==> config.mk <==
export PLATFORM = sky130hd
export DESIGN_NAME = smr_ctrl_fsm
export DESIGN_NICKNAME = d
export VERILOG_FILES = /design/src/rtl/smr_pkg.sv /design/src/rtl/smr_ctrl_decode.sv /design/src/rtl/smr_ctrl_fsm.sv
export SDC_FILE = /design/constraint.sdc
export NUM_CORES = 1
export LEC_CHECK = 0
export CORE_MARGIN = 2
export CORE_UTILIZATION = 33
export DETAILED_ROUTE_END_ITERATION = 12
export SETUP_SLACK_MARGIN = 0.5
export SLEW_MARGIN = 5
export SYNTH_ARGS = -nofsm -noshare
export SYNTH_HDL_FRONTEND = slang
export SYNTH_HIERARCHICAL = 1
export SYNTH_SLANG_ARGS = --single-unit
==> constraint.sdc <==
create_clock -name clk -period 5.06 [get_ports clk]
set_clock_uncertainty 0.2 [all_clocks]
set_input_delay 0.759 -clock clk [delete_from_list [all_inputs] [get_ports clk]]
set_output_delay 0.759 -clock clk [all_outputs]
set_load 0.02 [all_outputs]
==> src/rtl/smr_pkg.sv <==
// Shared encodings for the SMR instruction controller: opcodes, states, mux codes.
package smr_pkg;

    localparam logic [2:0] OPC_MOV    = 3'b110;
    localparam logic [2:0] OPC_ALU    = 3'b101;

    localparam logic [1:0] OP_ADD     = 2'b00;
    localparam logic [1:0] OP_CMP     = 2'b01;
    localparam logic [1:0] OP_AND     = 2'b10;
    localparam logic [1:0] OP_MVN     = 2'b11;
    localparam logic [1:0] OP_MOV_REG = 2'b00;
    localparam logic [1:0] OP_MOV_IMM = 2'b10;

    localparam logic [2:0] NSEL_NONE  = 3'b000;
    localparam logic [2:0] NSEL_RM    = 3'b001;
    localparam logic [2:0] NSEL_RD    = 3'b010;
    localparam logic [2:0] NSEL_RN    = 3'b100;

    localparam logic [1:0] VSEL_C     = 2'b00;
    localparam logic [1:0] VSEL_IMM   = 2'b10;

    localparam logic [1:0] ALUOP_ADD  = 2'b00;

    typedef enum logic [2:0] {
        S_WAIT      = 3'd0,
        S_DECODE    = 3'd1,
        S_WRITE_IMM = 3'd2,
        S_GET_A     = 3'd3,
        S_GET_B     = 3'd4,
        S_ALU       = 3'd5,
        S_WRITE_REG = 3'd6,
        S_ERR       = 3'd7
    } state_t;

    // Only the six supported MOV/ALU encodings are legal.
    function automatic logic is_legal(input logic [2:0] opc, input logic [1:0] op);
        return (opc == OPC_ALU) ||
               ((opc == OPC_MOV) && ((op == OP_MOV_IMM) || (op == OP_MOV_REG)));
    endfunction

endpackage

==> src/rtl/smr_ctrl_decode.sv <==
// Moore output decode: current state plus latched instruction fields -> datapath controls.
module smr_ctrl_decode
    import smr_pkg::*;
#(
    parameter bit ILLEGAL_TRAP = 1'b0
) (
    input  state_t     state,
    input  logic [2:0] opc,
    input  logic [1:0] op,
    output logic       w,
    output logic [2:0] nsel,
    output logic [1:0] vsel,
    output logic       write,
    output logic       loada,
    output logic       loadb,
    output logic       loadc,
    output logic       loads,
    output logic       asel,
    output logic       bsel,
    output logic [1:0] ALUop,
    output logic       illegal
);

    // Everything defaults low; each state raises only its own controls.
    always_comb begin
        w       = 1'b0;
        nsel    = NSEL_NONE;
        vsel    = VSEL_C;
        write   = 1'b0;
        loada   = 1'b0;
        loadb   = 1'b0;
        loadc   = 1'b0;
        loads   = 1'b0;
        asel    = 1'b0;
        bsel    = 1'b0;
        ALUop   = ALUOP_ADD;
        illegal = 1'b0;
        case (state)
            S_WAIT:      w = 1'b1;
            S_DECODE:    illegal = !ILLEGAL_TRAP && !is_legal(opc, op);
            S_WRITE_IMM: begin
                nsel  = NSEL_RN;
                vsel  = VSEL_IMM;
                write = 1'b1;
            end
            S_GET_A: begin
                nsel  = NSEL_RN;
                loada = 1'b1;
            end
            S_GET_B: begin
                nsel  = NSEL_RM;
                loadb = 1'b1;
            end
            S_ALU: begin
                loadc = 1'b1;
                // MOV reg passes B through as 0 + B
                if (opc == OPC_ALU) begin
                    ALUop = op;
                    loads = (op == OP_CMP);
                end else begin
                    asel  = 1'b1;
                end
            end
            S_WRITE_REG: begin
                nsel  = NSEL_RD;
                vsel  = VSEL_C;
                write = 1'b1;
            end
            S_ERR:       illegal = 1'b1;
            default:     w = 1'b1;
        endcase
    end

endmodule

==> src/rtl/smr_ctrl_fsm.sv <==
// Multi-cycle instruction sequencer: state register, instruction latch, next-state logic.
module smr_ctrl_fsm
    import smr_pkg::*;
#(
    parameter bit ILLEGAL_TRAP = 1'b0
) (
    input  logic       clk,
    input  logic       reset_n,
    input  logic       s,
    input  logic [2:0] opcode,
    input  logic [1:0] op,
    output logic       w,
    output logic [2:0] nsel,
    output logic [1:0] vsel,
    output logic       write,
    output logic       loada,
    output logic       loadb,
    output logic       loadc,
    output logic       loads,
    output logic       asel,
    output logic       bsel,
    output logic [1:0] ALUop,
    output logic       illegal
);

    state_t     state, state_nxt;
    logic [2:0] opc_q;
    logic [1:0] op_q;

    // State register; reset lands in WAIT even mid-instruction.
    always_ff @(posedge clk or negedge reset_n) begin
        if (!reset_n) state <= S_WAIT;
        else          state <= state_nxt;
    end

    // Instruction fields are captured only on acceptance so later input churn is ignored.
    always_ff @(posedge clk or negedge reset_n) begin
        if (!reset_n) begin
            opc_q <= '0;
            op_q  <= '0;
        end else if ((state == S_WAIT) && s) begin
            opc_q <= opcode;
            op_q  <= op;
        end
    end

    // Next-state: dispatch from DECODE by instruction class, then fixed one-cycle steps.
    always_comb begin
        state_nxt = S_WAIT;
        case (state)
            S_WAIT:      state_nxt = s ? S_DECODE : S_WAIT;
            S_DECODE: begin
                if (!is_legal(opc_q, op_q))
                    state_nxt = ILLEGAL_TRAP ? S_ERR : S_WAIT;
                else if (opc_q == OPC_MOV)
                    state_nxt = (op_q == OP_MOV_IMM) ? S_WRITE_IMM : S_GET_B;
                else
                    state_nxt = (op_q == OP_MVN) ? S_GET_B : S_GET_A;
            end
            S_WRITE_IMM: state_nxt = S_WAIT;
            S_GET_A:     state_nxt = S_GET_B;
            S_GET_B:     state_nxt = S_ALU;
            S_ALU:       state_nxt = ((opc_q == OPC_ALU) && (op_q == OP_CMP)) ? S_WAIT : S_WRITE_REG;
            S_WRITE_REG: state_nxt = S_WAIT;
            S_ERR:       state_nxt = S_ERR;
            default:     state_nxt = S_WAIT;
        endcase
    end

    smr_ctrl_decode #(.ILLEGAL_TRAP(ILLEGAL_TRAP)) u_decode (
        .state   (state),
        .opc     (opc_q),
        .op      (op_q),
        .w       (w),
        .nsel    (nsel),
        .vsel    (vsel),
        .write   (write),
        .loada   (loada),
        .loadb   (loadb),
        .loadc   (loadc),
        .loads   (loads),
        .asel    (asel),
        .bsel    (bsel),
        .ALUop   (ALUop),
        .illegal (illegal)
    );

endmodule
Yosys cells after proc, flatten, opt, wreduce, memory -nomap -nowiden
Index checks and enable logic that the tools add are counted.
- equal/unequal tests: 12
- multiplexer cells: 21
- reductions and logical operators: 10
- operator list (cell ; number):
    3-bit one-hot mux with 7 select lines ; 1
    3-bit == test, second input constant ; 6
    3-bit two-way mux ; 5
    1-bit two-way mux ; 10
    3-bit one-hot mux with 3 select lines ; 1
    3-bit by 2-bit == test with 1-bit output, second input constant ; 2
    2-bit two-way mux ; 3
    2-bit == test, second input constant ; 2
    2-bit OR reduction ; 2
    3-bit by 1-bit == test with 1-bit output, second input constant ; 1
    1-bit logical AND ; 3
    3-bit zero test ; 1
    2-bit by 1-bit == test with 1-bit output, second input constant ; 1
    2-bit zero test ; 1
    1-bit logical OR ; 2
    1-bit one-hot mux with 2 select lines ; 1
    1-bit zero test ; 1
- register bits after elaboration: 8
- input bits: 8
- output and inout port bits: 16
- word-level logic and storage cells: 46

Logic depth before layout (Yosys ltp)
- depth after elaboration: 6
- mapped depth: 4
- mapped depth without buffers: 3

Hierarchy
The synthesis kept the hierarchy.
- modules (own cells, without submodules) (module ; instances ; cells each ; area an instance (um^2) ; seq. area each (um^2)):
    smr_ctrl_fsm ; 1 ; 38 ; 447.9 ; 200.2
    smr_ctrl_decode ; 1 ; 26 ; 168.9 ; 0.0

Worst setup path before layout
No wires, ideal clock.
- path kind: reg2out
- start point: reg state[1]
- end point: out loads
- data arrival time: 1.476 ns
- data required time: 4.101 ns
- setup slack: 2.625 ns
- cell stages (with the launch flop): 4
- path buffers: 1
- path through: dfrtp_1 buf_6 nand3b_1 nor4b_1
- word-level cells in the longest chain between the ends: 2
- RTL lines (item ; line ; RTL):
    start: declaration ; smr_ctrl_fsm.sv:26 ; state_t state, state_nxt;
    start signal: assignment ; smr_ctrl_fsm.sv:33 ; else state <= state_nxt;
    3-bit == test ; smr_ctrl_decode.sv:38 ; case (state)
    1-bit two-way mux ; smr_ctrl_decode.sv:38 ;
    end: declaration ; smr_ctrl_fsm.sv:19 ; output logic loads,
Every way passes these cells.

Final worst setup path
- start point: reg state[1]
- end point: out illegal
- word-level cells in the longest chain between the ends: 2
- elaborated cells on any way between the ends: 3
- those cells by class: eq/ne: 2; mux: 1
- RTL lines (item ; line ; RTL):
    3-bit == test or 3-bit by 1-bit == test with 1-bit output (tied branches) ; smr_ctrl_decode.sv:38 ;
    1-bit one-hot mux with 2 select lines * ; smr_ctrl_decode.sv:38 ;
    end: declaration ; smr_ctrl_fsm.sv:23 ; output logic illegal
Mark *: on every way between the ends. The rest lies on a longest branch, timed or not.

==> results by group <==
Job
  – Max cap viols: 0

Worst hold path
  – Worst Hold Class: reg2reg

Global route
  – All-layer global routing usage: 11.76%
  – Vias in the first global route: 475
  – Global-route wire length before repair: 1.876 mm
  – Largest net degree at the start of global routing: 17
  – Overflow after GRT: 0
  – Initial antenna violation count: 0

Layout
  – Syn-to-layout area delta: 35.70%
  – Nets: 93
  – Fill count: 179
  – Multi-input logic area: 365.4 um^2
  – N_diodes: 0
  – Final Instance Area: 837.1 um^2
  – Reg area: 200.2 um^2
  – Share of cells above drive strength 1: 12.05%

Die
  – Row count: 15
  – Die area: 0.002231 mm^2
  – Chip width: 47.24 um
  – Core area: 0.001745 mm^2
  – Initial Utilization: 35.34%
  – IO Pins: 24
  – Die Ht: 47.24 um

Detailed routing
  – TritonRoute pass-1 iters: 2
  – DR vias: 523
  – Vias per inst: 4.843
  – Post-route antenna net violation count: 0
  – DRT iter0 DRCs: 3
  – DRC: 0
  – DR WL/cell: 10.18 um
  – WL final: 1.099 mm

Clock network
  – TritonCTS clock tree: done
  – H-tree levels: 1
  – CTS Root Cell: clkbuf_4
  – Clock sinks: 8
  – Post-CTS Hold Buffers: 0
  – Clk buf depth: 2
  – CTS buffer count: 3
  – Post-CTS Setup Repair Bufs: 0
  – Post-CTS Resized: 0
  – Worst-path clk slew: 0.05 ns
  – Worst skew pair latency: 0.24 ns

Pwr
  – Leak pwr: 0.3180 nW
  – Pwr Density: 611.6 mW/mm^2
  – Power Total: 512.0 uW
  – Max IR drop VDD: 280.3 uV

Timing
  – FMAX: 0.3256 GHz
  – Final setup viols: 0
  – Final Slew Violations: 0
  – Final Cycle Share: 60.70%
  – Crit path time final: 3.072 ns
  – RSZ-0062 raised after global routing: no
  – Hold_ws: 0.3956 ns
  – Final Hold Vio Count: 0
  – Setup TNS: 0 ns

Logic synthesis
  – Top-count cell post-synth: dfrtp_1
  – Synth Area in Simple Gates: 36.31%
  – Post-synth cell types: 29
  – FF+latch count, synth: 8
  – Synth Area in XOR/XNOR: 1.420%
  – Synth Area in Adders: 0%
  – Seq/Total Area, Yosys: 32.45%
  – Synthesized instance count: 64
  – Top post-synthesis cells by area: dfrtp_1, mux2_2, and2_1
  – Main combinational cell family by area after synthesis: simple AND/OR/NAND/NOR gates
  – Area leader, netlist: dfrtp_1
  – Post-synthesis mux area share: 10.75%
  – Yosys warns: 6
  – Share of flip-flops with an asynchronous set or reset: 100.0%
  – Ys flop type: dfrtp_1
  – Commonest cells post-synth: dfrtp_1, and2_1, mux2_2
  – Post-synth EDFFs: 0
  – Post-Syn Area: 616.8 um^2
  – Compound-Gate Fraction of Synth Area: 9.533%
  – Post-synth top area share: 32.45%
  – Syn Area/Cell: 9.638 um^2

Setup path
  – CP Launch Type: register
  – Crit. End Element: primary output
  – Worst EP required: 4.10 ns
  – Arrival @ worst endpoint: 2.11 ns
  – Kind of critical path: reg2out
  – Peak fanout along the critical path: 15

Place
  – Dpl cell area: 814.5 um^2
  – IO Port Bufs: 21
  – DPL Wire Length: 919.5 um
  – RD Place Congestion: 0.6864

Run status
  – Status: finished, final reports clean
==> state kept, by name, indices dropped and copies added, names as in the netlist <==
register,flops
state,3
op_q,2
opc_q,3
==> worst paths after layout <==
| kind | from | to | slack (ns) | cells past startpoint |
|---|---|---|---|---|
| hold / removal | op_q[1] | op_q[1] | 0.40 | 1 |
| setup / recovery | state[1] | illegal | 1.99 | 3 |
| hold reg to reg | op_q[1] | op_q[1] | 0.40 | 1 |
| setup reg to reg | state[2] | opc_q[0] | 3.27 | 2 |
| max in group asynchronous | reset_n | opc_q[1] | 3.81 | 1 |
| min in group asynchronous | reset_n | opc_q[2] | 0.59 | 1 |
==> placed cells by master (no fill, tap or decap) <==
cell	instances
a21boi_1	1
a21oi_1	4
and2_1	5
and3b_1	1
clkbuf_4	3
clkdlybuf4s50_1	21
conb_1	2
dfrtp_1	8
inv_1	2
mux2_2	5
mux2i_1	1
nand2b_1	2
nand3b_1	4
nor2_1	3
nor2b_1	4
nor3_1	2
nor3b_1	3
nor4_1	1
nor4b_1	1
nor4b_4	1
nor4bb_1	2
o21ai_0	1
o221ai_1	1
o311ai_0	1
o41ai_1	1
or2_2	1
or4_1	1
xnor2_1	1
==> power by group <==
group	switching [mW]	leakage, nW	internal [mW]
logic	0.124	0.208	0.166
registers	0.0813	0.0965	0.0964
clock network	0.0169	0.0138	0.0268
total	0.222	0.318	0.290
==> worst max-delay path, cell delays in order, from the launching register on <==
cell and delay (ns):
dfrtp_1 0.54, or4_1 0.58, a21boi_1 0.13, clkdlybuf4s50_1 0.62
==> per-layer routing <==
layer	part of all wire [%]	track usage [%]
met5	0	0
met3	3.5	3.462
met4	0.73	3.333
met1	45	12.91
met2	51	21.62
==> layout make-up <==
cell class | instances | share of cell area [%]
Inverter | 2 | 0.8969
Timing Repair Buffer | 21 | 25.11
Clock buffer | 3 | 2.691
Sequential cell | 8 | 23.92
Multi-Input combinational cell | 49 | 43.65
Tap cell | 25 | 3.737
==> cell families after synthesis <==
logic type	count (synthesis)
compound gates	9
xor+xnor	1
buf+inv	8
flops	8
mux	6
other cells	1
simple gates	31
==> per-stage QoR <==
step	setup WS (ns)	std cells	util (%)
after floorplan	2.625	65	-
after global placement	2.246	105	46.67
after detailed placement	2.232	105	46.67
after CTS	1.969	108	47.96
after global routing	1.847	108	47.96
final	1.988	108	47.96
Power figures use the tool's default switching activity.
